### config.mk
export PLATFORM = sky130hd
export DESIGN_NAME = hazard_ctrl_flat
export DESIGN_NICKNAME = d
export VERILOG_FILES = /design/src/rtl/hazard_ctrl_if.sv /design/src/rtl/hazard_ctrl.sv /design/src/flat_wrapper.sv
export SDC_FILE = /design/constraint.sdc
export NUM_CORES = 1
export LEC_CHECK = 0
export CAP_MARGIN = 20
export CORE_ASPECT_RATIO = 0.5
export CORE_MARGIN = 1.5
export CORE_UTILIZATION = 25
export CTS_BUF_LIST = sky130_fd_sc_hd__clkbuf_8
export DETAILED_ROUTE_END_ITERATION = 7
export PLACE_DENSITY = 0.55
export SKIP_CTS_REPAIR_TIMING = 1
export SLEW_MARGIN = 10
export SYNTH_ARGS = -nofsm -noshare
export SYNTH_HDL_FRONTEND = slang
export SYNTH_SLANG_ARGS = --single-unit
### constraint.sdc
create_clock -name clk -period 3.5 [get_ports clk]
set_clock_uncertainty 0.15 [all_clocks]
set_input_delay 0.7 -clock clk [delete_from_list [all_inputs] [get_ports clk]]
set_output_delay 0.7 -clock clk [all_outputs]
set_load 0.03 [all_outputs]
### src/rtl/hazard_ctrl_if.sv
// hazard_ctrl_if: pipeline-side bundle for the hazard control unit.
//   master : the pipeline; drives stage information and halt_req, receives controls.
//   slave  : hazard_ctrl; receives stage information, drives stall/flush, status and counters.
// Signals:
//   ID_rs1/ID_rs2, ID_use_rs1/ID_use_rs2 : sources read by the instruction in ID
//   EX_rd, EX_reg_write, EX_reg_sel      : destination info of the instruction in EX
//   EX_jump                              : taken branch/jump resolved in EX
//   MEM_mem_req, MEM_mem_ack             : data-memory access handshake in MEM
//   halt_req                             : debug halt request (level)
//   stall_*, flush_*                     : per-stage hold / bubble controls
//   halted, mem_err                      : debug freeze state, sticky memory timeout
//   stall_cnt, flush_cnt                 : performance counters
interface hazard_ctrl_if #(
    parameter int CNT_W = 32
);
    logic [4:0]       ID_rs1;
    logic [4:0]       ID_rs2;
    logic             ID_use_rs1;
    logic             ID_use_rs2;
    logic [4:0]       EX_rd;
    logic             EX_reg_write;
    logic [2:0]       EX_reg_sel;
    logic             EX_jump;
    logic             MEM_mem_req;
    logic             MEM_mem_ack;
    logic             halt_req;
    logic             stall_if;
    logic             stall_id;
    logic             stall_ex;
    logic             stall_mem;
    logic             flush_id;
    logic             flush_ex;
    logic             flush_wb;
    logic             halted;
    logic             mem_err;
    logic [CNT_W-1:0] stall_cnt;
    logic [CNT_W-1:0] flush_cnt;

    modport master (
        output ID_rs1, ID_rs2, ID_use_rs1, ID_use_rs2, EX_rd, EX_reg_write,
               EX_reg_sel, EX_jump, MEM_mem_req, MEM_mem_ack, halt_req,
        input  stall_if, stall_id, stall_ex, stall_mem, flush_id, flush_ex,
               flush_wb, halted, mem_err, stall_cnt, flush_cnt
    );

    modport slave (
        input  ID_rs1, ID_rs2, ID_use_rs1, ID_use_rs2, EX_rd, EX_reg_write,
               EX_reg_sel, EX_jump, MEM_mem_req, MEM_mem_ack, halt_req,
        output stall_if, stall_id, stall_ex, stall_mem, flush_id, flush_ex,
               flush_wb, halted, mem_err, stall_cnt, flush_cnt
    );
endinterface

### src/rtl/hazard_ctrl.sv
// hazard_ctrl: stall/flush control for the 5-stage RV32 pipeline.
// Resolves load-use hazards, EX-stage redirects and multi-cycle data-memory
// accesses, and adds a debug halt, a memory-wait timeout and two counters.
// Ports:
//   clk : core clock
//   rst : synchronous active-high reset
//   hz  : hazard_ctrl_if slave (stage info in, stall/flush/status/counters out)
// Stall/flush outputs are combinational from the state register and inputs.
module hazard_ctrl #(
    parameter int         MEM_TIMEOUT = 16,
    parameter int         CNT_W       = 32,
    parameter logic [2:0] LOAD_SEL    = 3'b001
) (
    input logic          clk,
    input logic          rst,
    hazard_ctrl_if.slave hz
);
    localparam int WCW = $clog2(MEM_TIMEOUT + 1);

    typedef enum logic [1:0] {RUN, MEM_WAIT, HALTED} state_t;

    state_t           state_q, state_d;
    logic [WCW-1:0]   wait_q, wait_d;
    logic             err_q;
    logic [CNT_W-1:0] stall_cnt_q, flush_cnt_q;

    logic load_use, mem_stall, timeout, freeze, jump_flush;

    assign load_use = hz.EX_reg_write && (hz.EX_reg_sel == LOAD_SEL) && (hz.EX_rd != 5'd0) &&
                      ((hz.ID_use_rs1 && (hz.ID_rs1 == hz.EX_rd)) ||
                       (hz.ID_use_rs2 && (hz.ID_rs2 == hz.EX_rd)));
    assign mem_stall = hz.MEM_mem_req && !hz.MEM_mem_ack;

    // Next state; wait_q counts stalled cycles of the current access, the
    // first one (taken while still in RUN) included.
    always_comb begin
        state_d = state_q;
        wait_d  = wait_q;
        timeout = 1'b0;
        case (state_q)
            RUN: begin
                if (mem_stall) begin
                    state_d = MEM_WAIT;
                    wait_d  = WCW'(1);
                end else if (hz.halt_req) begin
                    state_d = HALTED;
                end
            end
            MEM_WAIT: begin
                if (!mem_stall) begin
                    state_d = RUN;
                end else if (wait_q == WCW'(MEM_TIMEOUT)) begin
                    // give up on the access: release the pipeline this cycle
                    timeout = 1'b1;
                    state_d = RUN;
                end else begin
                    wait_d = wait_q + WCW'(1);
                end
            end
            HALTED: begin
                if (!hz.halt_req) state_d = RUN;
            end
            default: state_d = RUN;
        endcase
    end

    assign freeze     = (state_q == HALTED) || (mem_stall && !timeout);
    assign jump_flush = !rst && !freeze && hz.EX_jump;

    // Output priority: freeze > jump redirect > load-use bubble.
    always_comb begin
        hz.stall_if  = 1'b0;
        hz.stall_id  = 1'b0;
        hz.stall_ex  = 1'b0;
        hz.stall_mem = 1'b0;
        hz.flush_id  = 1'b0;
        hz.flush_ex  = 1'b0;
        hz.flush_wb  = 1'b0;
        if (!rst) begin
            if (freeze) begin
                hz.stall_if  = 1'b1;
                hz.stall_id  = 1'b1;
                hz.stall_ex  = 1'b1;
                hz.stall_mem = 1'b1;
                hz.flush_wb  = 1'b1;
            end else if (hz.EX_jump) begin
                // a concurrent load-use belongs to the wrong path
                hz.flush_id = 1'b1;
                hz.flush_ex = 1'b1;
            end else if (load_use) begin
                hz.stall_if = 1'b1;
                hz.stall_id = 1'b1;
                hz.flush_ex = 1'b1;
            end
        end
    end

    always_ff @(posedge clk) begin
        if (rst) begin
            state_q     <= RUN;
            wait_q      <= '0;
            err_q       <= 1'b0;
            stall_cnt_q <= '0;
            flush_cnt_q <= '0;
        end else begin
            state_q <= state_d;
            wait_q  <= wait_d;
            if (timeout)     err_q       <= 1'b1;
            if (hz.stall_if) stall_cnt_q <= stall_cnt_q + CNT_W'(1);
            if (jump_flush)  flush_cnt_q <= flush_cnt_q + CNT_W'(1);
        end
    end

    assign hz.halted    = (state_q == HALTED);
    assign hz.mem_err   = err_q;
    assign hz.stall_cnt = stall_cnt_q;
    assign hz.flush_cnt = flush_cnt_q;
endmodule

### src/flat_wrapper.sv
// flat-port wrapper written by rule: the top's interface ports become plain ports
module hazard_ctrl_flat 
#(
    parameter int         MEM_TIMEOUT = 16,
    parameter int         CNT_W       = 32,
    parameter logic [2:0] LOAD_SEL    = 3'b001
)
  (clk, rst, hz_ID_rs1, hz_ID_rs2, hz_ID_use_rs1, hz_ID_use_rs2, hz_EX_rd, hz_EX_reg_write, hz_EX_reg_sel, hz_EX_jump, hz_MEM_mem_req, hz_MEM_mem_ack, hz_halt_req, hz_stall_if, hz_stall_id, hz_stall_ex, hz_stall_mem, hz_flush_id, hz_flush_ex, hz_flush_wb, hz_halted, hz_mem_err, hz_stall_cnt, hz_flush_cnt);
  hazard_ctrl_if #(.CNT_W(CNT_W)) hz_i ();
  input logic clk;
  input logic rst;
  input wire logic [$bits(hz_i.ID_rs1)-1:0] hz_ID_rs1;
  input wire logic [$bits(hz_i.ID_rs2)-1:0] hz_ID_rs2;
  input wire logic [$bits(hz_i.ID_use_rs1)-1:0] hz_ID_use_rs1;
  input wire logic [$bits(hz_i.ID_use_rs2)-1:0] hz_ID_use_rs2;
  input wire logic [$bits(hz_i.EX_rd)-1:0] hz_EX_rd;
  input wire logic [$bits(hz_i.EX_reg_write)-1:0] hz_EX_reg_write;
  input wire logic [$bits(hz_i.EX_reg_sel)-1:0] hz_EX_reg_sel;
  input wire logic [$bits(hz_i.EX_jump)-1:0] hz_EX_jump;
  input wire logic [$bits(hz_i.MEM_mem_req)-1:0] hz_MEM_mem_req;
  input wire logic [$bits(hz_i.MEM_mem_ack)-1:0] hz_MEM_mem_ack;
  input wire logic [$bits(hz_i.halt_req)-1:0] hz_halt_req;
  output wire logic [$bits(hz_i.stall_if)-1:0] hz_stall_if;
  output wire logic [$bits(hz_i.stall_id)-1:0] hz_stall_id;
  output wire logic [$bits(hz_i.stall_ex)-1:0] hz_stall_ex;
  output wire logic [$bits(hz_i.stall_mem)-1:0] hz_stall_mem;
  output wire logic [$bits(hz_i.flush_id)-1:0] hz_flush_id;
  output wire logic [$bits(hz_i.flush_ex)-1:0] hz_flush_ex;
  output wire logic [$bits(hz_i.flush_wb)-1:0] hz_flush_wb;
  output wire logic [$bits(hz_i.halted)-1:0] hz_halted;
  output wire logic [$bits(hz_i.mem_err)-1:0] hz_mem_err;
  output wire logic [$bits(hz_i.stall_cnt)-1:0] hz_stall_cnt;
  output wire logic [$bits(hz_i.flush_cnt)-1:0] hz_flush_cnt;
  assign hz_i.ID_rs1 = hz_ID_rs1;
  assign hz_i.ID_rs2 = hz_ID_rs2;
  assign hz_i.ID_use_rs1 = hz_ID_use_rs1;
  assign hz_i.ID_use_rs2 = hz_ID_use_rs2;
  assign hz_i.EX_rd = hz_EX_rd;
  assign hz_i.EX_reg_write = hz_EX_reg_write;
  assign hz_i.EX_reg_sel = hz_EX_reg_sel;
  assign hz_i.EX_jump = hz_EX_jump;
  assign hz_i.MEM_mem_req = hz_MEM_mem_req;
  assign hz_i.MEM_mem_ack = hz_MEM_mem_ack;
  assign hz_i.halt_req = hz_halt_req;
  assign hz_stall_if = hz_i.stall_if;
  assign hz_stall_id = hz_i.stall_id;
  assign hz_stall_ex = hz_i.stall_ex;
  assign hz_stall_mem = hz_i.stall_mem;
  assign hz_flush_id = hz_i.flush_id;
  assign hz_flush_ex = hz_i.flush_ex;
  assign hz_flush_wb = hz_i.flush_wb;
  assign hz_halted = hz_i.halted;
  assign hz_mem_err = hz_i.mem_err;
  assign hz_stall_cnt = hz_i.stall_cnt;
  assign hz_flush_cnt = hz_i.flush_cnt;
  hazard_ctrl #(.MEM_TIMEOUT(MEM_TIMEOUT), .CNT_W(CNT_W), .LOAD_SEL(LOAD_SEL)) u_core (.clk(clk), .rst(rst), .hz(hz_i));
endmodule
==> results of run 1 <==
-- power breakdown --
| part | internal [mW] | switching (mW) | total (mW) |
|---|---|---|---|
| Sequential | 0.825 | 0.00830 | 0.833 |
| Combinational | 0.0693 | 0.0871 | 0.156 |
| Clock | 0.382 | 0.315 | 0.697 |
-- layout by cell type (no fill, tap or decap), drive strengths merged --
| cell type | count |
|---|---|
| clkdlybuf4s50 | 95 |
| dfxtp | 72 |
| nor2 | 51 |
| a21oi | 36 |
| xnor2 | 27 |
| nand2 | 27 |
| or3 | 27 |
| o21ai | 26 |
| nand3 | 25 |
| nand4 | 21 |
| inv | 14 |
| xor2 | 14 |
| or4 | 12 |
| clkbuf | 12 |
| o31ai | 10 |
| nor3 | 10 |
| buf | 8 |
| and4 | 7 |
| nor4 | 7 |
| nor2b | 6 |
| and3 | 5 |
| ha | 4 |
| nand2b | 3 |
| a21o | 2 |
| o22ai | 2 |
| nor4bb | 1 |
| nand4bb | 1 |
| o22a | 1 |
| o21a | 1 |
| mux2i | 1 |
| nand3b | 1 |
| a22oi | 1 |
| and2 | 1 |
| or2 | 1 |
| nor4b | 1 |
| nor3b | 1 |
| a31oi | 1 |
| bufinv | 1 |
| clkinvlp | 1 |
-- stage by stage --
stage                     instances  power, mW  hold slack, ns  instance area, sq um  setup slack, ns
after global placement          720       1.01           0.304                  4860           0.0966
after global routing            735       1.76           0.365                  5060           0.0182
after CTS                       735       1.71           0.341                  5060           0.0840
final                           735       1.69           0.333                  5060            0.115
after floorplan                 442      0.941           0.324                  3700            0.284
after detailed placement        720       1.01           0.312                  4860           0.0855
-- cell families after synthesis --
| kind of cell | after synthesis | share of synthesized area, % |
|---|---|---|
| simple gates | 208 | 32.9 |
| compound gates | 80 | 12.2 |
| flops | 72 | 39.0 |
| xor+xnor | 41 | 9.71 |
| buf+inv | 36 | 4.57 |
| fa+ha+maj | 4 | 1.35 |
| mux | 1 | 0.271 |
-- worst paths after layout --
path                          startpoint                       to  slack [ns]  cells past startpoint
setup / recovery             hz_EX_rd[0]              hz_stall_if        0.12                      7
hold / removal         u_core.hz.mem_err        u_core.hz.mem_err        0.33                      2
setup reg to reg  u_core.hz.stall_cnt[2]  u_core.hz.stall_cnt[19]        1.00                      5
hold reg to reg        u_core.hz.mem_err        u_core.hz.mem_err        0.33                      2
-- flip-flops by register name, indices dropped and copies added (netlist names) --
| name | cells |
|---|---|
| u_core.wait_q | 5 |
| u_core.hz.stall_cnt | 32 |
| u_core.state_q | 2 |
| u_core.hz.flush_cnt | 32 |
| u_core.hz.mem_err | 1 |
-- layer usage --
layer	vias up	global-route usage [%]	wire length, microns
met4	0	3.50	68
met2	50	21.8	4760
li1	1770	-	-
met5	-	0	0
met1	1624	16.7	4870
met3	5	3.40	333
-- layout make-up --
cell class | instances | area, sq um | area share (%)
Clock buffer | 12 | 165 | 3.26
Clock inverter | 3 | 41.3 | 0.816
Inverter | 13 | 48.8 | 0.964
Multi-Input combinational cell | 334 | 2100 | 41.4
Sequential cell | 72 | 1440 | 28.5
Tap cell | 198 | 248 | 4.89
Timing Repair Buffer | 103 | 1020 | 20.2
-- worst register-to-register path, cell delays in order (launching register included) --
cell and delay, ns:
dfxtp_1 0.45, and4_1 0.43, nand3_1 0.34, or3_1 0.51
or4_1 0.42, a21oi_1 0.14
==> flow_metrics.tcl, run 1 <==
set metrics [dict create \
    status "finished clean" \
    post-route-util_pct 35.0 \
    maxCapViolCount 0 \
    die_h_microns 89.0 \
    via_count 3449 \
    synth_edf_count 0 \
    tightest_slew_ns 0.790 \
    htree_levels 3 \
    ys_seq_elements 72 \
    nets 564 \
    netlist.top_cell.by_area "dfxtp_1" \
    cts_made_buffers 9 \
    worstPathMaxFanout 3 \
    slew_viol_final 0 \
    synthArstFlopShare_pct 0 \
    setup_viol 0 \
    clk_pin_slew_ns 0.07 \
    core_sq_um 14500 \
    period_share_pct 96.7 \
    hold_viol_final 0 \
    ys.flop_type "dfxtp_1" \
    insertion_delay_ns 0.35 \
    startpoint_type "input pin" \
    syn_inst 442 \
    drc 0 \
    wirelength_microns 10000 \
    dieArea_sq_um 15600 \
    crit_top_cell "nor2_1" \
    layout_min_cycle_time_ns 3.38 \
    syn_to_final_growth_pct 36.8 \
    drive_gt1_share_pct 7.64 \
    start_util_pct 25.6 \
    hpwl_microns 7150 \
    grt_use_total_pct 13.0 \
    yosysUniqueCellTypes 47 \
    diodes 0 \
    arrival_ns 2.53 \
    synth_top_area_share_pct 39.0 \
    yosys-top-cells-count "dfxtp_1 (72), nor2_1 (51), a21oi_1 (35), nand2_1 (27), xnor2_1 (27)" \
    leakage_nw 1.53 \
    clk_path_buf_depth 2 \
    synth_most_common_cell "dfxtp_1" \
    die_w_microns 175 \
    std_cell_rows 31 \
    hp-class "register to register" \
    root_buffer "clkbuf_8" \
    syn_area_sq_um 3700 \
    grt_max_degree 73 \
    rsz0062_at_grt "no" \
    port_buffers 99 \
    cts_tree "built" \
    ir_drop_uv 226 \
    cp_slowest_cell "or4_1" \
    path_buf_inv 2 \
    power_density_nw_per_um2 333 \
    grt_remaining_overflow 0 \
    drt_pass1_iterations 4 \
    routedWlPerCell_microns 13.7 \
    antenna_found_initial 0 \
    via_per_inst 4.69 \
    slew_headroom_pct 47.3 \
    crit_required_ns 2.65 \
    path_cells "clkdlybuf4s50_1, or4_1, o21ai_1, nor2_1, a21oi_4, nor2_1, buf_4" \
    fmax_mhz 295 \
    end_kind "primary output" \
    synth_area_leaders "dfxtp_1 (39%), xnor2_1 (6.4%), nor2_1 (5.2%), a21oi_1 (4.7%), or3_1 (4.2%)" \
    nFillCells 1508 \
    antenna_left 0 \
    critPathTopFamily "simple AND/OR/NAND/NOR gates" \
    ys_seq_area_share_pct 39.0 \
    ys_warn_count 0 \
    grt_pass1_wl_microns 16100 \
    syn_avg_cell_area_sq_um 8.37 \
    drtIter0Drc 197 \
    critical_path_class "input pin to primary output" \
    synth_fp_nets 473 \
    grt_pass1_vias 3181 \
    max_stage_delay_ns 0.55 \
    io_pins 100 \
    numClockSinks 72 \
    place_congestion 0.738 \
    tns_ns 0 \
]
Power figures use the tool's default switching activity.
==> run 2, diff against run 1 <==
--- a/config.mk
+++ b/config.mk
@@ -5,13 +5,15 @@
 export SDC_FILE = /design/constraint.sdc
 export NUM_CORES = 1
 export LEC_CHECK = 0
+export ABC_AREA = 0
 export CAP_MARGIN = 20
 export CORE_ASPECT_RATIO = 0.5
 export CORE_MARGIN = 1.5
 export CORE_UTILIZATION = 25
-export CTS_BUF_LIST = sky130_fd_sc_hd__clkbuf_8
+export CTS_BUF_LIST = sky130_fd_sc_hd__clkbuf_2
 export DETAILED_ROUTE_END_ITERATION = 7
-export PLACE_DENSITY = 0.55
+export DONT_BUFFER_PORTS = 1
+export PLACE_DENSITY = 0.46
 export SKIP_CTS_REPAIR_TIMING = 1
 export SLEW_MARGIN = 10
 export SYNTH_ARGS = -nofsm -noshare
==> flow_metrics.tcl, run 2 (synthesized netlist as in run 1, its figures left out) <==
set metrics [dict create \
    m1WireLength_microns 4560 \
    via_count 3103 \
    nFillCells 1567 \
    syn_to_final_growth_pct 8.29 \
    die_h_microns 89.0 \
    cts_made_buffers 9 \
    antenna_left 0 \
    netSwitchingPower_mw 0.406 \
    design_area_sq_um 4010 \
    startpoint_type "register" \
    via_per_inst 4.83 \
    combPwrFrac_pct 7.0 \
    hp-class "input pin to register" \
    dieArea_sq_um 15600 \
    layout_commonest_cell "dfxtp_1" \
    clockPowerShare_pct 30.6 \
    tns_ns 0 \
    grt_remaining_overflow 0 \
    numClockSinks 72 \
    insertion_delay_ns 0.52 \
    slew_headroom_pct 48.1 \
    place_congestion 0.695 \
    grt_pass1_wl_microns 15300 \
    status "finished clean" \
    critical_path_class "register to primary output" \
    hpwl_microns 6680 \
    htree_levels 3 \
    wirelength_microns 9840 \
    grt_use_total_pct 12.4 \
    grt_pass1_vias 2790 \
    maxCapViolCount 0 \
    worstPathMaxFanout 5 \
    routedWlPerCell_microns 15.3 \
    maxUsedRoutingLayer "met4" \
    drc 0 \
    drtIter0Drc 149 \
    die_w_microns 175 \
    std_cell_rows 31 \
    drive_gt1_share_pct 9.68 \
    ir_drop_uv 101 \
    clk_pin_slew_ns 0.20 \
    antenna_found_initial 0 \
    p_seq_share_pct 62.4 \
    power_density_nw_per_um2 338 \
    hold_viol_final 0 \
    root_buffer "clkbuf_2" \
    clk_path_buf_depth 2 \
    fmax_mhz 322 \
    whs_ns 0.0745 \
    slew_viol_final 0 \
    period_share_pct 88.8 \
    layout_min_cycle_time_ns 3.11 \
    post_dp_cell_area_sq_um 3890 \
    tightest_slew_ns 0.775 \
    setup_viol 0 \
    diodes 0 \
    port_buffers 0 \
    core_sq_um 14500 \
    start_util_pct 25.6 \
    route.met2.wl_microns 4530 \
    layout_common_cells "dfxtp_1 (72), nor2_1 (50), a21oi_1 (35)" \
    sw_frac_of_total_pct 29.9 \
    cts_tree "built" \
    internal-power_mw 0.949 \
    nets 470 \
    grt_max_degree 76 \
    reg2reg_slack_ns 0.74 \
    crit_required_ns 2.65 \
    arrival_ns 2.26 \
    end_kind "primary output" \
    drt_pass1_iterations 4 \
    leakage_nw 1.15 \
    io_pins 100 \
    rsz0062_at_grt "no" \
    wl_met3_microns 675 \
]
-- run 2: changes by cell type in the layout (fill, tap and decap cells not counted), sizes merged --
cell / delta
clkbuf: -2
inv: -1
clkinvlp: +2
clkinv: +3
clkdlybuf4s50: -95
dlygate4sd3: +1
bufinv: -1
-- run 2: cell type report --
cell class              instances  area [sq um]  area share, %
clock buffers                  10          50.0           1.25
clock inverters                 6          36.3          0.906
inverters                      13          48.8           1.22
multi-input cells             334          2100           52.4
flip-flops and latches         72          1440           36.0
well taps                     198           248           6.18
repair buffers                  9          82.6           2.06
-- run 2: routing by layer --
layer / up-vias / track usage [%]
met4: 0 / 3.50
met2: 44 / 19.6
met3: 8 / 5.27
met5: - / 0
met1: 1462 / 15.5
li1: 1589 / -
-- run 2: stage by stage --
| step | util (%) | instances | setup WS [ns] | power [mW] |
|---|---|---|---|---|
| floorplan | - | 442 | 0.284 | 0.941 |
| global placement | 26.9 | 624 | 0.677 | 0.942 |
| detailed placement | 26.9 | 624 | 0.688 | 0.944 |
| CTS | 27.5 | 640 | 0.306 | 1.37 |
| global route | 27.7 | 642 | 0.158 | 1.42 |
| finish | 27.7 | 642 | 0.391 | 1.35 |
-- run 2: final timing paths --
path / startpoint / endpoint / cells after the start
worst max-delay path: u_core.wait_q[0] / hz_flush_id / 7
worst min-delay path: rst / u_core.hz.stall_cnt[26] / 1
worst max register to register: u_core.hz.stall_cnt[2] / u_core.hz.stall_cnt[31] / 6
worst min register to register: u_core.wait_q[0] / u_core.wait_q[0] / 2
-- run 2: power groups by stage --
| stage | Sequential, mW | Clock [mW] | Combinational (mW) |
|---|---|---|---|
| floorplan | 0.859 | 0 | 0.0815 |
| global placement | 0.862 | 0 | 0.0804 |
| detailed placement | 0.863 | 0 | 0.0809 |
| CTS | 0.847 | 0.438 | 0.0811 |
| global route | 0.848 | 0.472 | 0.104 |
| finish | 0.846 | 0.414 | 0.0946 |
-- run 2: worst max-delay path, stage by stage (launching register included) --
cell and delay [ns]:
dfxtp_1 0.38, inv_1 0.08, ha_1 0.17, nand4bb_1 0.19, o22a_1 0.36, nor2_1 0.20
nand2_1 0.11, inv_1 0.26
==> run 3, diff against run 2 <==
--- a/config.mk
+++ b/config.mk
@@ -9,11 +9,11 @@
 export CAP_MARGIN = 20
 export CORE_ASPECT_RATIO = 0.5
 export CORE_MARGIN = 1.5
-export CORE_UTILIZATION = 25
+export CORE_UTILIZATION = 35
 export CTS_BUF_LIST = sky130_fd_sc_hd__clkbuf_2
 export DETAILED_ROUTE_END_ITERATION = 7
 export DONT_BUFFER_PORTS = 1
-export PLACE_DENSITY = 0.46
+export PLACE_DENSITY = 0.57
 export SKIP_CTS_REPAIR_TIMING = 1
 export SLEW_MARGIN = 10
 export SYNTH_ARGS = -nofsm -noshare
==> constraint.sdc (replaced) <==
create_clock -name clk -period 2.9 [get_ports clk]
set_clock_uncertainty 0.15 [all_clocks]
set_input_delay 0.58 -clock clk [delete_from_list [all_inputs] [get_ports clk]]
set_output_delay 0.58 -clock clk [all_outputs]
set_load 0.03 [all_outputs]
==> flow_metrics.tcl, run 3 (synthesized netlist as in run 1, its figures left out) <==
set metrics [dict create \
    grt_max_degree 76 \
    layout_common_cells "dfxtp_1 (71), nor2_1 (48), a21oi_1 (35)" \
    cp-startpoint "u_core.wait_q[0]" \
    via_count 3247 \
    routedWlPerCell_microns 15.3 \
    crit_required_ns 2.17 \
    r2r_start "u_core.hz.stall_cnt[2]" \
    max_stage_delay_ns 0.37 \
    slew_headroom_pct 59.2 \
    hold_viol_final 0 \
    port_buffers 0 \
    drt_pass1_iterations 4 \
    maxCapViolCount 0 \
    die_w_microns 148 \
    fin_ws_ns 0.181 \
    startpoint_type "register" \
    setup_viol 0 \
    layout_min_cycle_time_ns 2.72 \
    end_kind "primary output" \
    drive_gt1_share_pct 15.8 \
    path_buf_inv 2 \
    slew_viol_final 0 \
    dieArea_sq_um 11200 \
    dp_slack_ns 0.346 \
    cts_made_buffers 9 \
    clk_pin_slew_ns 0.19 \
    cts_tree "built" \
    whs_ns 0.0803 \
    core_sq_um 10200 \
    power_density_nw_per_um2 390 \
    grt_pass1_wl_microns 14300 \
    start_util_pct 36.1 \
    antenna_found_initial 0 \
    layout_commonest_cell "dfxtp_1" \
    antenna_left 0 \
    post_dp_cell_area_sq_um 3990 \
    critical_path_class "register to primary output" \
    drc 0 \
    drtIter0Drc 129 \
    fmax_mhz 368 \
    critPathTopFamily "compound AO/OA/AOI/OAI gates" \
    insertion_delay_ns 0.53 \
    crit_cells 7 \
    tightest_slew_ns 0.606 \
    grt_pass1_vias 2853 \
    status "finished clean" \
    leakage_nw 1.30 \
    syn_to_final_growth_pct 13.0 \
    via_per_inst 5.33 \
    nets 495 \
    clk_path_buf_depth 2 \
    period_share_pct 93.8 \
    wirelength_microns 9320 \
    dp.cells 586 \
    arrival_ns 1.99 \
    numClockSinks 72 \
    hpwl_microns 6310 \
    fin_cells 609 \
    cp_slowest_cell "dfxtp_2" \
    hp-class "input pin to register" \
    worstPathMaxFanout 4 \
    io_pins 100 \
    critPathCapture "hz_stall_if" \
    grt_use_total_pct 16.1 \
    rsz0062_at_grt "no" \
    grt_remaining_overflow 0 \
    std_cell_rows 26 \
    path_cells "inv_1, ha_2, nand4bb_4, o22a_4, a21oi_4, nor2_2, buf_4" \
    reg2reg_slack_ns 0.45 \
    r2r_end "u_core.hz.stall_cnt[23]" \
    diodes 0 \
    root_buffer "clkbuf_2" \
    ir_drop_uv 127 \
    design_area_sq_um 4180 \
    die_h_microns 75.7 \
    htree_levels 3 \
    place_congestion 0.803 \
    r2r_cells 5 \
    nFillCells 1051 \
]
-- run 3: cell count changes in the layout (fill, tap and decap cells not counted), moves of 2 or more --
| cell | change |
|---|---|
| clkinvlp_4 | -2 |
| nor2_1 | -2 |
| buf_4 | +22 |
| dlygate4sd3_1 | +2 |
| nor2_2 | +2 |
-- run 3: how the worst min path moves through the flow --
stage,startpoint,end,slack [ns],cells past startpoint
4_1_cts,rst,u_core.hz.stall_cnt[11],-0.13,1
5_1_grt,rst,u_core.hz.flush_cnt[1],0.02,3
2_1_floorplan,u_core.wait_q[2],u_core.wait_q[2],0.32,2
6_report,rst,u_core.hz.flush_cnt[1],0.08,3
3_5_place_dp,u_core.wait_q[2],u_core.wait_q[2],0.36,2
3_3_place_gp,u_core.wait_q[0],u_core.wait_q[0],0.35,2
-- run 3: report_power, final --
part | switching, mW | internal, mW | leakage, nW
clock | 0.368 | 0.104 | 0.0565
combinational | 0.0931 | 0.0520 | 0.659
sequential | 0.0140 | 0.999 | 0.581
total | 0.475 | 1.15 | 1.30
-- run 3: worst min-delay path: cells and delay by family --
| family | cells | cell delay (ns) |
|---|---|---|
| compound gates | 1 | 0.06 |
| simple gates | 2 | 0.09 |
-- run 3: cell type report --
| cell class | count | area (sq um) | area share [%] |
|---|---|---|---|
| sequential | 72 | 1440 | 34.5 |
| clock buffer | 9 | 45.0 | 1.08 |
| tap | 140 | 175 | 4.19 |
| inverter | 13 | 48.8 | 1.17 |
| timing repair buffer | 34 | 295 | 7.06 |
| multi-input combinational | 334 | 2140 | 51.1 |
| clock inverter | 7 | 38.8 | 0.928 |
-- run 3: per-layer routing --
layer	share of wire, %	routed length [microns]	GRT usage, %	up-vias
met5	0	0	0	-
met4	0.91	85	3.96	0
met3	5.7	531	6.71	10
met2	46	4250	26.1	44
met1	48	4460	20.3	1563
li1	-	-	-	1630
-- run 3: through the flow --
step                      TNS (ns)  total power [mW]  util [%]
after floorplan                  0              1.14         -
after global placement           0              1.14      38.9
after detailed placement         0              1.14      38.9
after CTS                   -0.450              1.63      39.7
after global routing             0              1.72      40.8
final                            0              1.63      40.8
